File: config.mk
export PLATFORM = sky130hd
export DESIGN_NAME = sensor_timing_gen_flat
export DESIGN_NICKNAME = d
export VERILOG_FILES = /design/src/rtl/sensor_timing_gen_pkg.sv /design/src/rtl/sensor_timing_gen_if.sv /design/src/rtl/timing_window_cmp.sv /design/src/rtl/sensor_timing_gen.sv /design/src/flat_wrapper.sv
export SDC_FILE = /design/constraint.sdc
export NUM_CORES = 1
export LEC_CHECK = 0
export BUFFER_PORTS_ARGS = -buffer_cell sky130_fd_sc_hd__buf_2
export CAP_MARGIN = 25
export CORE_MARGIN = 2
export CORE_UTILIZATION = 25
export DETAILED_ROUTE_END_ITERATION = 12
export GPL_TIMING_DRIVEN = 0
export MAX_ROUTING_LAYER = met4
export PLACE_DENSITY = 0.41
export SYNTH_ARGS = -nofsm -noshare
export SYNTH_HDL_FRONTEND = slang
export SYNTH_HIERARCHICAL = 1
export SYNTH_SLANG_ARGS = --single-unit
File: constraint.sdc
create_clock -name clk -period 11.6 [get_ports clk]
set_clock_uncertainty 0.1 [all_clocks]
set_input_delay 1.16 -clock clk [delete_from_list [all_inputs] [get_ports clk]]
set_output_delay 1.16 -clock clk [all_outputs]
set_load 0.005 [all_outputs]
File: src/rtl/sensor_timing_gen_pkg.sv
// sensor_timing_pkg: shared widths, mode/state enums, geometry shadow struct and config validity check
package sensor_timing_pkg;
  localparam int H_W = 16;
  localparam int V_W = 13;
  localparam int F_W = 8;
  typedef enum logic [1:0] {FREE = 2'b00, SINGLE = 2'b01, BURST = 2'b10, RSVD = 2'b11} mode_e;
  typedef enum logic [1:0] {IDLE, RUN, STOP_PEND} state_e;
  typedef struct packed {
    logic [H_W-1:0] h_total;
    logic [H_W-1:0] h_act_s;
    logic [H_W-1:0] h_act_e;
    logic [V_W-1:0] v_total;
    logic [V_W-1:0] v_act_s;
    logic [V_W-1:0] v_act_e;
    logic [F_W-1:0] n_frames;
  } timing_cfg_t;
  // act_e may equal total+1, so the upper bound is checked one bit wider
  function automatic logic cfg_valid(timing_cfg_t c, mode_e m);
    return c.h_total != '0 && c.h_act_s < c.h_act_e &&
           {1'b0, c.h_act_e} <= {1'b0, c.h_total} + (H_W+1)'(1) &&
           c.v_act_s < c.v_act_e &&
           {1'b0, c.v_act_e} <= {1'b0, c.v_total} + (V_W+1)'(1) &&
           m != RSVD;
  endfunction
endpackage

File: src/rtl/sensor_timing_gen_if.sv
// sensor_timing_gen_if: control, geometry config and timing outputs of the sensor timing generator
interface sensor_timing_gen_if;
  import sensor_timing_pkg::*;
  logic start;
  logic stop;
  logic abort;
  logic [1:0] mode;
  timing_cfg_t cfg;
  logic [H_W-1:0] hcnt;
  logic [V_W-1:0] vcnt;
  logic [F_W-1:0] fcnt;
  logic HD;
  logic VD;
  logic frame_start;
  logic frame_done;
  logic busy;
  logic cfg_err;
  modport master(output start, stop, abort, mode, cfg,
                 input hcnt, vcnt, fcnt, HD, VD, frame_start, frame_done, busy, cfg_err);
  modport slave(input start, stop, abort, mode, cfg,
                output hcnt, vcnt, fcnt, HD, VD, frame_start, frame_done, busy, cfg_err);
endinterface

File: src/rtl/timing_window_cmp.sv
// timing_window_cmp: registered "count inside [s,e)" flag, gated by en
module timing_window_cmp #(
  parameter int W = 16
) (
  input  logic         clk,
  input  logic         rst_n,
  input  logic         en,
  input  logic [W-1:0] cnt,
  input  logic [W-1:0] s,
  input  logic [W-1:0] e,
  output logic         valid_q
);
  logic valid_d;
  always_comb valid_d = en && {1'b0, cnt} >= {1'b0, s} && {1'b0, cnt} < {1'b0, e};
  always_ff @(posedge clk or negedge rst_n)
    if (!rst_n) valid_q <= 1'b0;
    else valid_q <= valid_d;
endmodule

File: src/rtl/sensor_timing_gen.sv
// sensor_timing_gen: programmable HD/VD timing generator with shadowed geometry and free/single/burst runs
module sensor_timing_gen
  import sensor_timing_pkg::*;
(
  input logic clk,
  input logic rst_n,
  sensor_timing_gen_if.slave sif
);
  state_e state_q, state_d;
  mode_e mode_q, mode_d, mode_in;
  timing_cfg_t sh_q, sh_d;
  logic [H_W-1:0] hcnt_q, hcnt_d;
  logic [V_W-1:0] vcnt_q, vcnt_d;
  logic [F_W-1:0] fcnt_q, fcnt_d, nf;
  logic fs_q, fs_d, fd_q, fd_d, err_q, err_d;
  logic ok, h_wrap, eof, term, run_d, h_in, v_in;
  assign mode_in = mode_e'(sif.mode);
  always_comb begin
    state_d = state_q;
    mode_d = mode_q;
    sh_d = sh_q;
    hcnt_d = hcnt_q;
    vcnt_d = vcnt_q;
    fcnt_d = fcnt_q;
    err_d = err_q;
    ok = cfg_valid(sif.cfg, mode_in);
    nf = sh_q.n_frames == '0 ? F_W'(1) : sh_q.n_frames;
    h_wrap = hcnt_q == sh_q.h_total;
    eof = h_wrap && vcnt_q == sh_q.v_total;
    term = state_q == STOP_PEND || sif.stop || mode_q == SINGLE ||
           (mode_q == BURST && {1'b0, fcnt_q} + (F_W+1)'(1) == {1'b0, nf});
    if (sif.abort) begin
      state_d = IDLE;
      hcnt_d = '0;
      vcnt_d = '0;
    end else if (state_q == IDLE) begin
      if (sif.start && ok) begin
        state_d = RUN;
        sh_d = sif.cfg;
        mode_d = mode_in;
        fcnt_d = '0;
        err_d = 1'b0;
      end else if (sif.start) err_d = 1'b1;
    end else begin
      hcnt_d = h_wrap ? '0 : hcnt_q + H_W'(1);
      vcnt_d = eof ? '0 : h_wrap ? vcnt_q + V_W'(1) : vcnt_q;
      if (state_q == RUN && sif.stop) state_d = STOP_PEND;
      if (eof) begin
        fcnt_d = &fcnt_q ? fcnt_q : fcnt_q + F_W'(1);
        if (term) state_d = IDLE;
        else if (ok) begin
          sh_d = sif.cfg;
          mode_d = mode_in;
        end else err_d = 1'b1;
      end
    end
    run_d = state_d != IDLE;
    fs_d = run_d && hcnt_d == '0 && vcnt_d == '0;
    fd_d = run_d && hcnt_d == sh_d.h_total && vcnt_d == sh_d.v_total;
  end
  always_ff @(posedge clk or negedge rst_n)
    if (!rst_n) begin
      state_q <= IDLE;
      mode_q <= FREE;
      sh_q <= '0;
      hcnt_q <= '0;
      vcnt_q <= '0;
      fcnt_q <= '0;
      fs_q <= 1'b0;
      fd_q <= 1'b0;
      err_q <= 1'b0;
    end else begin
      state_q <= state_d;
      mode_q <= mode_d;
      sh_q <= sh_d;
      hcnt_q <= hcnt_d;
      vcnt_q <= vcnt_d;
      fcnt_q <= fcnt_d;
      fs_q <= fs_d;
      fd_q <= fd_d;
      err_q <= err_d;
    end
  // windows see next-cycle counts so HD/VD line up with hcnt/vcnt
  timing_window_cmp #(.W(H_W)) u_h_win (
    .clk(clk), .rst_n(rst_n), .en(run_d), .cnt(hcnt_d),
    .s(sh_d.h_act_s), .e(sh_d.h_act_e), .valid_q(h_in)
  );
  timing_window_cmp #(.W(V_W)) u_v_win (
    .clk(clk), .rst_n(rst_n), .en(run_d), .cnt(vcnt_d),
    .s(sh_d.v_act_s), .e(sh_d.v_act_e), .valid_q(v_in)
  );
  assign sif.hcnt = hcnt_q;
  assign sif.vcnt = vcnt_q;
  assign sif.fcnt = fcnt_q;
  assign sif.HD = h_in & v_in;
  assign sif.VD = v_in;
  assign sif.frame_start = fs_q;
  assign sif.frame_done = fd_q;
  assign sif.busy = state_q != IDLE;
  assign sif.cfg_err = err_q;
endmodule

File: src/flat_wrapper.sv
// flat-port wrapper written by rule: the top's interface ports become plain ports
module sensor_timing_gen_flat import sensor_timing_pkg::*;
  (clk, rst_n, sif_start, sif_stop, sif_abort, sif_mode, sif_cfg, sif_hcnt, sif_vcnt, sif_fcnt, sif_HD, sif_VD, sif_frame_start, sif_frame_done, sif_busy, sif_cfg_err);
  sensor_timing_gen_if sif_i ();
  input logic clk;
  input logic rst_n;
  input wire logic [$bits(sif_i.start)-1:0] sif_start;
  input wire logic [$bits(sif_i.stop)-1:0] sif_stop;
  input wire logic [$bits(sif_i.abort)-1:0] sif_abort;
  input wire logic [$bits(sif_i.mode)-1:0] sif_mode;
  input wire logic [$bits(sif_i.cfg)-1:0] sif_cfg;
  output wire logic [$bits(sif_i.hcnt)-1:0] sif_hcnt;
  output wire logic [$bits(sif_i.vcnt)-1:0] sif_vcnt;
  output wire logic [$bits(sif_i.fcnt)-1:0] sif_fcnt;
  output wire logic [$bits(sif_i.HD)-1:0] sif_HD;
  output wire logic [$bits(sif_i.VD)-1:0] sif_VD;
  output wire logic [$bits(sif_i.frame_start)-1:0] sif_frame_start;
  output wire logic [$bits(sif_i.frame_done)-1:0] sif_frame_done;
  output wire logic [$bits(sif_i.busy)-1:0] sif_busy;
  output wire logic [$bits(sif_i.cfg_err)-1:0] sif_cfg_err;
  assign sif_i.start = sif_start;
  assign sif_i.stop = sif_stop;
  assign sif_i.abort = sif_abort;
  assign sif_i.mode = sif_mode;
  assign sif_i.cfg = sif_cfg;
  assign sif_hcnt = sif_i.hcnt;
  assign sif_vcnt = sif_i.vcnt;
  assign sif_fcnt = sif_i.fcnt;
  assign sif_HD = sif_i.HD;
  assign sif_VD = sif_i.VD;
  assign sif_frame_start = sif_i.frame_start;
  assign sif_frame_done = sif_i.frame_done;
  assign sif_busy = sif_i.busy;
  assign sif_cfg_err = sif_i.cfg_err;
  sensor_timing_gen u_core (.clk(clk), .rst_n(rst_n), .sif(sif_i));
endmodule
# --- After elaboration in Yosys (flattened, before gate mapping) ---
# Cells that the tools add are included.
totals:
  regBits: 141
  output_inout_bits: 43
  elab_cells: 116
classes:
  bitwise_logic: 2
  eq_ne: 15
  n_reduce_logical: 33
  addsub: 6
  n_lt_le_gt_ge: 8
  muxes: 35
op_table:
  columns: ["cell", "count"]
  rows:
  - ["$mux 95", 6]
  - ["$mux 13", 4]
  - ["$mux 16", 3]
  - ["$mux 8", 5]
  - ["$eq 16x16->1", 2]
  - ["$lt 16x16->1", 2]
  - ["$eq 13x13->1", 2]
  - ["$lt 13x13->1", 2]
  - ["$mux 2", 11]
  - ["$add 16x1->17 const B", 1]
  - ["$le 16x17->1", 1]
  - ["$logic_and 1x1->1", 17]
  - ["$add 16x1->16 const B", 1]
  - ["$ge 16x16->1", 1]
  - ["$logic_not 16->1", 1]
  - ["$reduce_bool 16->1", 1]
  - ["$add 13x1->14 const B", 1]
  - ["$le 13x14->1", 1]
  - ["$add 13x1->13 const B", 1]
  - ["$ge 13x13->1", 1]
  - ["$logic_not 13->1", 1]
  - ["$reduce_and 5->1", 2]
  - ["$add 8x1->9 const B", 1]
  - ["$eq 9x8->1", 1]
  - ["15 further kinds", 30]

# --- Longest topological paths before layout ---
# Gate-level depths: netlist of the first run.
logic_depth:
  word_depth: 14
  ltp_mapped: 25
  mapped_depth_nobuf: 20

# --- Modules after synthesis ---
# The synthesis of the first run kept the hierarchy.
modules_own_cells:
  columns: ["mod", "cells_each", "area_per_inst_um2", "n_inst"]
  rows:
  - ["sensor_timing_gen", 893, 8963.6, 1]
  - ["timing_window_cmp at u_core.u_h_win", 109, 792.0, 1]
  - ["timing_window_cmp at u_core.u_v_win", 87, 636.9, 1]

# --- Least setup slack after synthesis of the first run ---
# Ideal clock, no wire load.
synth_timing:
  path_type: "input port to flip-flop"
  start: "in sif_cfg[36]"
  end: "reg u_core.u_h_win.valid_q"
  arrival_time_ns: 6.281
  setup_slack_ns: 5.092
  path_stages: 25
  path_cell_list: "clkbuf_1 > and3_1 > and3_1 > and2_1 > nand2_1 > xor2_1 > ha_1 > nand3_1 > a21boi_0 > o31a_1 > a2111oi_0 > o211ai_1 > a2111oi_4 > buf_6 > buf_4 > clkbuf_1 > buf_2 > mux2_2 > inv_1 > ha_1 > a211o_1 > a31oi_1 > o221ai_1 > a211oi_1 > nor4_2"
synth_rtl:
  columns: ["element", "line_no", "rtl"]
  rows:
  - ["from (decl)", "flat_wrapper.sv:11", "input wire logic [$bits(sif_i.cfg)-1:0] sif_cfg;"]
  - ["to (signal assigned)", "timing_window_cmp.sv:17", "else valid_q <= valid_d;"]
  - ["to (decl)", "timing_window_cmp.sv:11", "output logic valid_q"]

==> results.md, run 1 <==
* Status: completed
* Reg clk slew, reported paths at 0.06 ns
* Hold worst-path end: u_core/sh_q[8]
* Rows at 74
* Sw Ratio at 0.328
* R2R Path End: u_core/u_h_win/valid_q
* Count of cell types in the netlist at 75
* Setup Crit Path Kind: in -> reg
* Worst Setup End Kind: register
* Skew-Pair Late Insertion Delay at 0.44 ns
* Detailed Place HPWL at 30700 um
* DRC at 0
* Die area at 43200 um2
* Slowest cell delay on critical path at 0.65 ns
* Worst min-delay path class: reg -> reg
* DR vias at 8805
* Peak supply drop at 75.3 uV
* FF-to-FF path depth at 18
* EDFF count, synth at 0
* Async SR Flop Fraction at 1.00
* Root Driver: clkbuf_16
* Syn nets at 1309
* Pint at 0.00131 W
* Slew Viols, Final at 0
* CP max stage cell: a2111oi_4
* Dominant synthesized flop cell: dfrtp_1
* CP Max Fanout at 10
* Area leader, netlist: dfrtp_1
* Layout cell share with drive strength beyond 1 at 0.232
* Post-Syn Area at 10400 um2
* Achievable frequency at 131 MHz
* Core area at 40900 um2
* DRT Wirelength at 38400 um
* Endpoints failing hold at 0
* Vias in the first global route at 8981
* Hold_sp: u_core/sh_q[8]
* Num CTS Buffers at 17
* Sequential area share after synthesis at 0.340
* Total grt overflow at 0
* Final Cycle Share at 0.659
* LEAKAGE at 6.15 nW
* Clock power frac at 0.323
* Fillers at 4392
* CP delay by family, top: compound AO/OA/AOI/OAI gates
* Buffers & Inverters on Critical Path at 6
* Worst-margin pin slew at 0.999 ns
* # nets final at 1470
* RSZ-0062 raised after global routing: false
* Combinational share of power at 0.305
* CTS resizes at 0
* Iter 0 DRT Violations at 596
* CTS Buffer Depth at 2
* CP startpoint kind: input pin
* Slew margin rel. at 0.334
* Commonest non-fill, non-tap cell in the layout: buf_2
* Final setup TNS at 0 ns
* P&R area growth vs syn at 20.0%
* R2R setup slack at 5.38 ns
* Antenna viol nets, final at 0
* DR pass1 iterations at 9
* Reg power frac at 0.372
* Total setup buffers inserted after CTS at 0
* Critical Path RT at 11.80 ns
* First-pass GRT wire length at 58400 um
* Synthesized instance count at 1089
* Routability Congestion at 0.876
* Fin Hold WS at 0.393 ns
* CTS Sinks at 141
* Post-synthesis register bit count at 141
* Power Density at 156 nW/um2
* CTS tree: yes
* WHS Path Cells at 1
* Top cells by area, synth: dfrtp_1, ha_1, mux2_2
* Initial core utilization at 0.254
* Crit path DAT at 7.85 ns
* GRT Total Usage at 0.185
* Sw Pwr at 0.000637 W
* Initial antenna violation count at 1
* Most frequent cells in the layout: buf_2, dfrtp_1, inv_1
* Clock period minus final worst setup slack at 7.65 ns
* Ys Warns at 6
* Vias/cell at 4.90
* Die span in x at 208 um
* Yosys top cell area share at 0.340
* Final Setup Violations at 0
* Routed WL per cell at 21.4 um
* I/O pin count at 145
* Port Buffers at 139
* Avg Cell Area, Syn at 9.54 um2
* Vert. Die Dim at 208 um
* Hold buffer count at CTS at 0
* Largest net degree at the start of global routing at 97
* Max Cap Viol at 0
* Worst r2r src: u_core/sif.hcnt[12]
* H-tree depth at 4
[per-stage QoR]
step                      area [um2]  instances   util  power [W]  worst slack, ns
after floorplan                10400       1089      -    0.00113             5.09
after detailed placement       11800       1762  0.288    0.00132             3.06
after global routing           12500       1795  0.305    0.00208             3.53
after CTS                      12500       1794  0.304    0.00197             3.50
after global placement         11800       1760  0.287    0.00131             3.06
final                          12500       1796  0.305    0.00195             3.95
[state kept, by name (all words and copies together), names as in the netlist, 2 cells and up]
name and cells:
u_core/sif.fcnt 8, u_core/mode_q 2, u_core/state_q 2, u_core/sif.vcnt 13
u_core/sh_q 95, u_core/sif.hcnt 16
[power groups by stage]
| stage | combinational [W] | sequential [W] | clock (W) |
|---|---|---|---|
| 3_5_place_dp | 0.000594 | 0.000731 | 0 |
| 3_3_place_gp | 0.000584 | 0.000726 | 0 |
| 2_1_floorplan | 0.000431 | 0.000697 | 0 |
| 4_1_cts | 0.000598 | 0.000722 | 0.000648 |
| 6_report | 0.000594 | 0.000723 | 0.000629 |
| 5_1_grt | 0.000671 | 0.000739 | 0.000667 |
[Yosys cell counts, types with 14 or more instances]
cell / instances
a21oi_1: 55
and3_1: 19
clkbuf_1: 16
dfrtp_1: 141
ha_1: 118
inv_1: 124
mux2_2: 87
nand2_1: 54
nand3_1: 39
nand4_1: 31
nor2_1: 65
nor3_1: 14
o21ai_0: 39
xnor2_1: 35
xor2_1: 62
[cell type report]
type / count / area, um2 / area share
Antenna cell: 1 / 2.50 / 0.000201
Buffer: 30 / 163 / 0.0130
Clock buffer: 21 / 470 / 0.0377
Clock inverter: 11 / 188 / 0.0150
Inverter: 125 / 469 / 0.0376
Multi-Input combinational cell: 793 / 6230 / 0.500
Sequential cell: 141 / 3530 / 0.283
Tap cell: 532 / 666 / 0.0534
Timing Repair Buffer: 142 / 752 / 0.0603
[worst max path at each step]
stage          cells after the start                     end   startpoint
4_1_cts                           25  u_core/u_h_win/valid_q  sif_cfg[36]
3_3_place_gp                      25  u_core/u_h_win/valid_q  sif_cfg[36]
3_5_place_dp                      25  u_core/u_h_win/valid_q  sif_cfg[36]
5_1_grt                           24  u_core/u_v_win/valid_q  sif_cfg[36]
2_1_floorplan                     25  u_core/u_h_win/valid_q  sif_cfg[36]
6_report                          25  u_core/u_h_win/valid_q  sif_cfg[36]
[metal layers]
metal / track usage / up-vias / share of wire
li1: - / 4234 / -
met1: 0.250 / 4339 / 0.48
met2: 0.294 / 206 / 0.47
met3: 0.0277 / 26 / 0.040
met4: 0.0389 / 0 / 0.011
met5: - / - / 0
[logic make-up after synthesis]
logic type,synth area share
AND/OR/NAND/NOR,0.152
multiplexers,0.100
adder cells (fa/ha/maj),0.142
buffers and inverters,0.0608
AO/OA/AOI/OAI,0.124
flip-flops,0.340
XOR/XNOR,0.0817
(Power assumes the default switching activity.)
==> run 2, diff against run 1 <==
- clock period: 11.6 -> 7.6 ns (I/O delays scaled with it)
==> results.md, run 2 (synthesis gave the netlist of run 1 again) <==
* Die span in x at 208 um (unchanged)
* Worst r2r src: u_core/sif.hcnt[12]
* First-pass GRT wire length at 58400 um (about the same)
* Post-Layout Cell Count at 1796 (unchanged)
* RSZ-0062 raised after global routing: false
* CP startpoint kind: input pin
* Achievable frequency at 141 MHz
* Crit path DAT at 7.28 ns (-0.57 ns)
* Core area at 40900 um2 (unchanged)
* Sw Ratio at 0.328 (about the same)
* Rows at 74 (unchanged)
* Routed WL per cell at 21.5 um (+0.30%)
* Clock period minus final worst setup slack at 7.08 ns
* Crit path from: sif_cfg[36]
* Pint at 0.00200 W (+53%)
* Total grt overflow at 0 (unchanged)
* DR vias at 8808 (+0.034%)
* Worst-margin pin slew at 1.04 ns (+0.0386 ns)
* Reg clk slew, reported paths at 0.06 ns (about the same)
* PnR Total Power at 0.00297 W (+53%)
* Slew Viols, Final at 0 (unchanged)
* Reg with most FFs: u_core/sh_q
* Port Buffers at 139 (unchanged)
* FF-to-FF path depth at 19 (+1)
* Status: completed
* Layout cell share with drive strength beyond 1 at 0.233 (+0.000608)
* Max reg flops at 95 (unchanged)
* # nets final at 1471 (+0.068%)
* H-tree depth at 4 (unchanged)
* Peak supply drop at 115 uV (+53%)
* R2R setup slack at 1.67 ns (-3.71 ns)
* P&R area growth vs syn at 20.0% (about the same)
* Vias in the first global route at 8987 (+0.067%)
* I/O pin count at 145 (unchanged)
* Reg power frac at 0.371 (about the same)
* DRT Wirelength at 38500 um (+0.30%)
* Iter 0 DRT Violations at 584 (-2.0%)
* Endpoints failing hold at 0 (unchanged)
* Root Driver: clkbuf_16
* Vert. Die Dim at 208 um (unchanged)
* Initial antenna violation count at 0 (-1)
* Vias/cell at 4.90 (about the same)
* Max Cap Viol at 0 (unchanged)
* GRT Total Usage at 0.185 (about the same)
* LEAKAGE at 6.15 nW (about the same)
* Final Cycle Share at 0.931
* CTS Sinks at 141 (unchanged)
* Fillers at 4393 (+0.023%)
* Most frequent cells in the layout: buf_2, dfrtp_1, inv_1
* Initial core utilization at 0.254 (unchanged)
* Largest net degree at the start of global routing at 97 (unchanged)
* Critical Path RT at 7.81 ns (-3.99 ns)
* DRC at 0 (unchanged)
* CTS resizes at 0 (unchanged)
* Combinational share of power at 0.306 (about the same)
* Sw Pwr at 0.000973 W (+53%)
* CP Max Fanout at 10 (unchanged)
* ANT cells at 0 (-1)
* Commonest non-fill, non-tap cell in the layout: buf_2
* Routability Congestion at 0.876 (unchanged)
* Detailed Place HPWL at 30700 um (unchanged)
* DR pass1 iterations at 5 (-4)
* CTS Buffer Depth at 2 (unchanged)
* R2R Path End: u_core/u_h_win/valid_q
* Num CTS Buffers at 17 (unchanged)
* Total setup buffers inserted after CTS at 2 (+2)
* Die area at 43200 um2 (unchanged)
* Worst min-delay path class: in -> async
* Final Setup Violations at 0 (unchanged)
* Antenna viol nets, final at 0 (unchanged)
* Power Density at 238 nW/um2 (+53%)
* Setup Crit Path Kind: in -> reg
* Clock power frac at 0.323 (about the same)
* Skew-Pair Late Insertion Delay at 0.44 ns (about the same)
* Dpl cells at 1762 (unchanged)
* CTS tree: yes
* Slew margin rel. at 0.304 (-0.0299)
* Hold buffer count at CTS at 0 (unchanged)
* Worst Setup End Kind: register
==> run 2: cell count changes in the layout (fill, tap and decap cells not counted) <==
cell     before  now
buf_6         4    3
diode_2       1    0
buf_4         3    5
==> run 2: worst max-delay path: stages <==
cell and delay [ns]:
clkbuf_1 0.41, and3_1 0.26, and3_1 0.19, and2_1 0.20, nand2_1 0.09, xor2_1 0.16
ha_1 0.32, nand3_1 0.08, a21boi_0 0.08, o31a_1 0.27, a2111oi_0 0.40, o211ai_1 0.30
a2111oi_4 0.36, buf_4 0.20, buf_6 0.19, buf_4 0.25, clkbuf_1 0.57, buf_2 0.44
mux2_2 0.40, inv_1 0.06, ha_1 0.15, and4_1 0.18, o21ai_0 0.07, o221ai_1 0.36
a211oi_1 0.15, nor4_2 0.36
==> run 2: power by group through the flow <==
stage          registers [W]  logic (W)  clock network, W
5_1_grt              0.00113    0.00102           0.00102
2_1_floorplan        0.00106   0.000658                 0
4_1_cts              0.00110   0.000914          0.000989
6_report             0.00110   0.000908          0.000959
3_5_place_dp         0.00112   0.000906                 0
3_3_place_gp         0.00111   0.000891                 0
==> run 2: layout make-up <==
| class | count | area [um2] | area share |
|---|---|---|---|
| inverters | 125 | 469 | 0.0376 |
| flip-flops and latches | 141 | 3530 | 0.283 |
| clock inverters | 11 | 188 | 0.0150 |
| well taps | 532 | 666 | 0.0534 |
| repair buffers | 143 | 756 | 0.0606 |
| clock buffers | 21 | 470 | 0.0377 |
| plain buffers | 30 | 163 | 0.0130 |
| multi-input cells | 793 | 6230 | 0.500 |
==> run 2: worst max-delay path by stage <==
stage	slack (ns)	end	cells after the start
floorplan	1.49	u_core/u_h_win/valid_q	25
global placement	-0.54	u_core/u_h_win/valid_q	25
detailed placement	-0.54	u_core/u_h_win/valid_q	25
CTS	0.42	u_core/u_h_win/valid_q	26
global route	0.12	u_core/u_v_win/valid_q	25
finish	0.52	u_core/u_h_win/valid_q	26
==> run 2: metal layers <==
metal  vias to the layer above  track usage  share of wire
met2                       208        0.294           0.47
met5                         -            -              0
met1                      4344        0.251           0.48
met4                         0       0.0389         0.0093
met3                        22       0.0277          0.039
li1                       4234            -              -
==> run 2: per-stage QoR <==
step	hold slack [ns]	area, um2	setup WS, ns	util	setup TNS, ns
floorplan	0.364	10400	1.49	-	0
global placement	0.376	11800	-0.539	0.287	-0.957
detailed placement	0.382	11800	-0.537	0.288	-0.966
CTS	0.111	12500	0.419	0.305	0
global route	0.129	12500	0.117	0.305	0
finish	0.114	12500	0.521	0.305	0
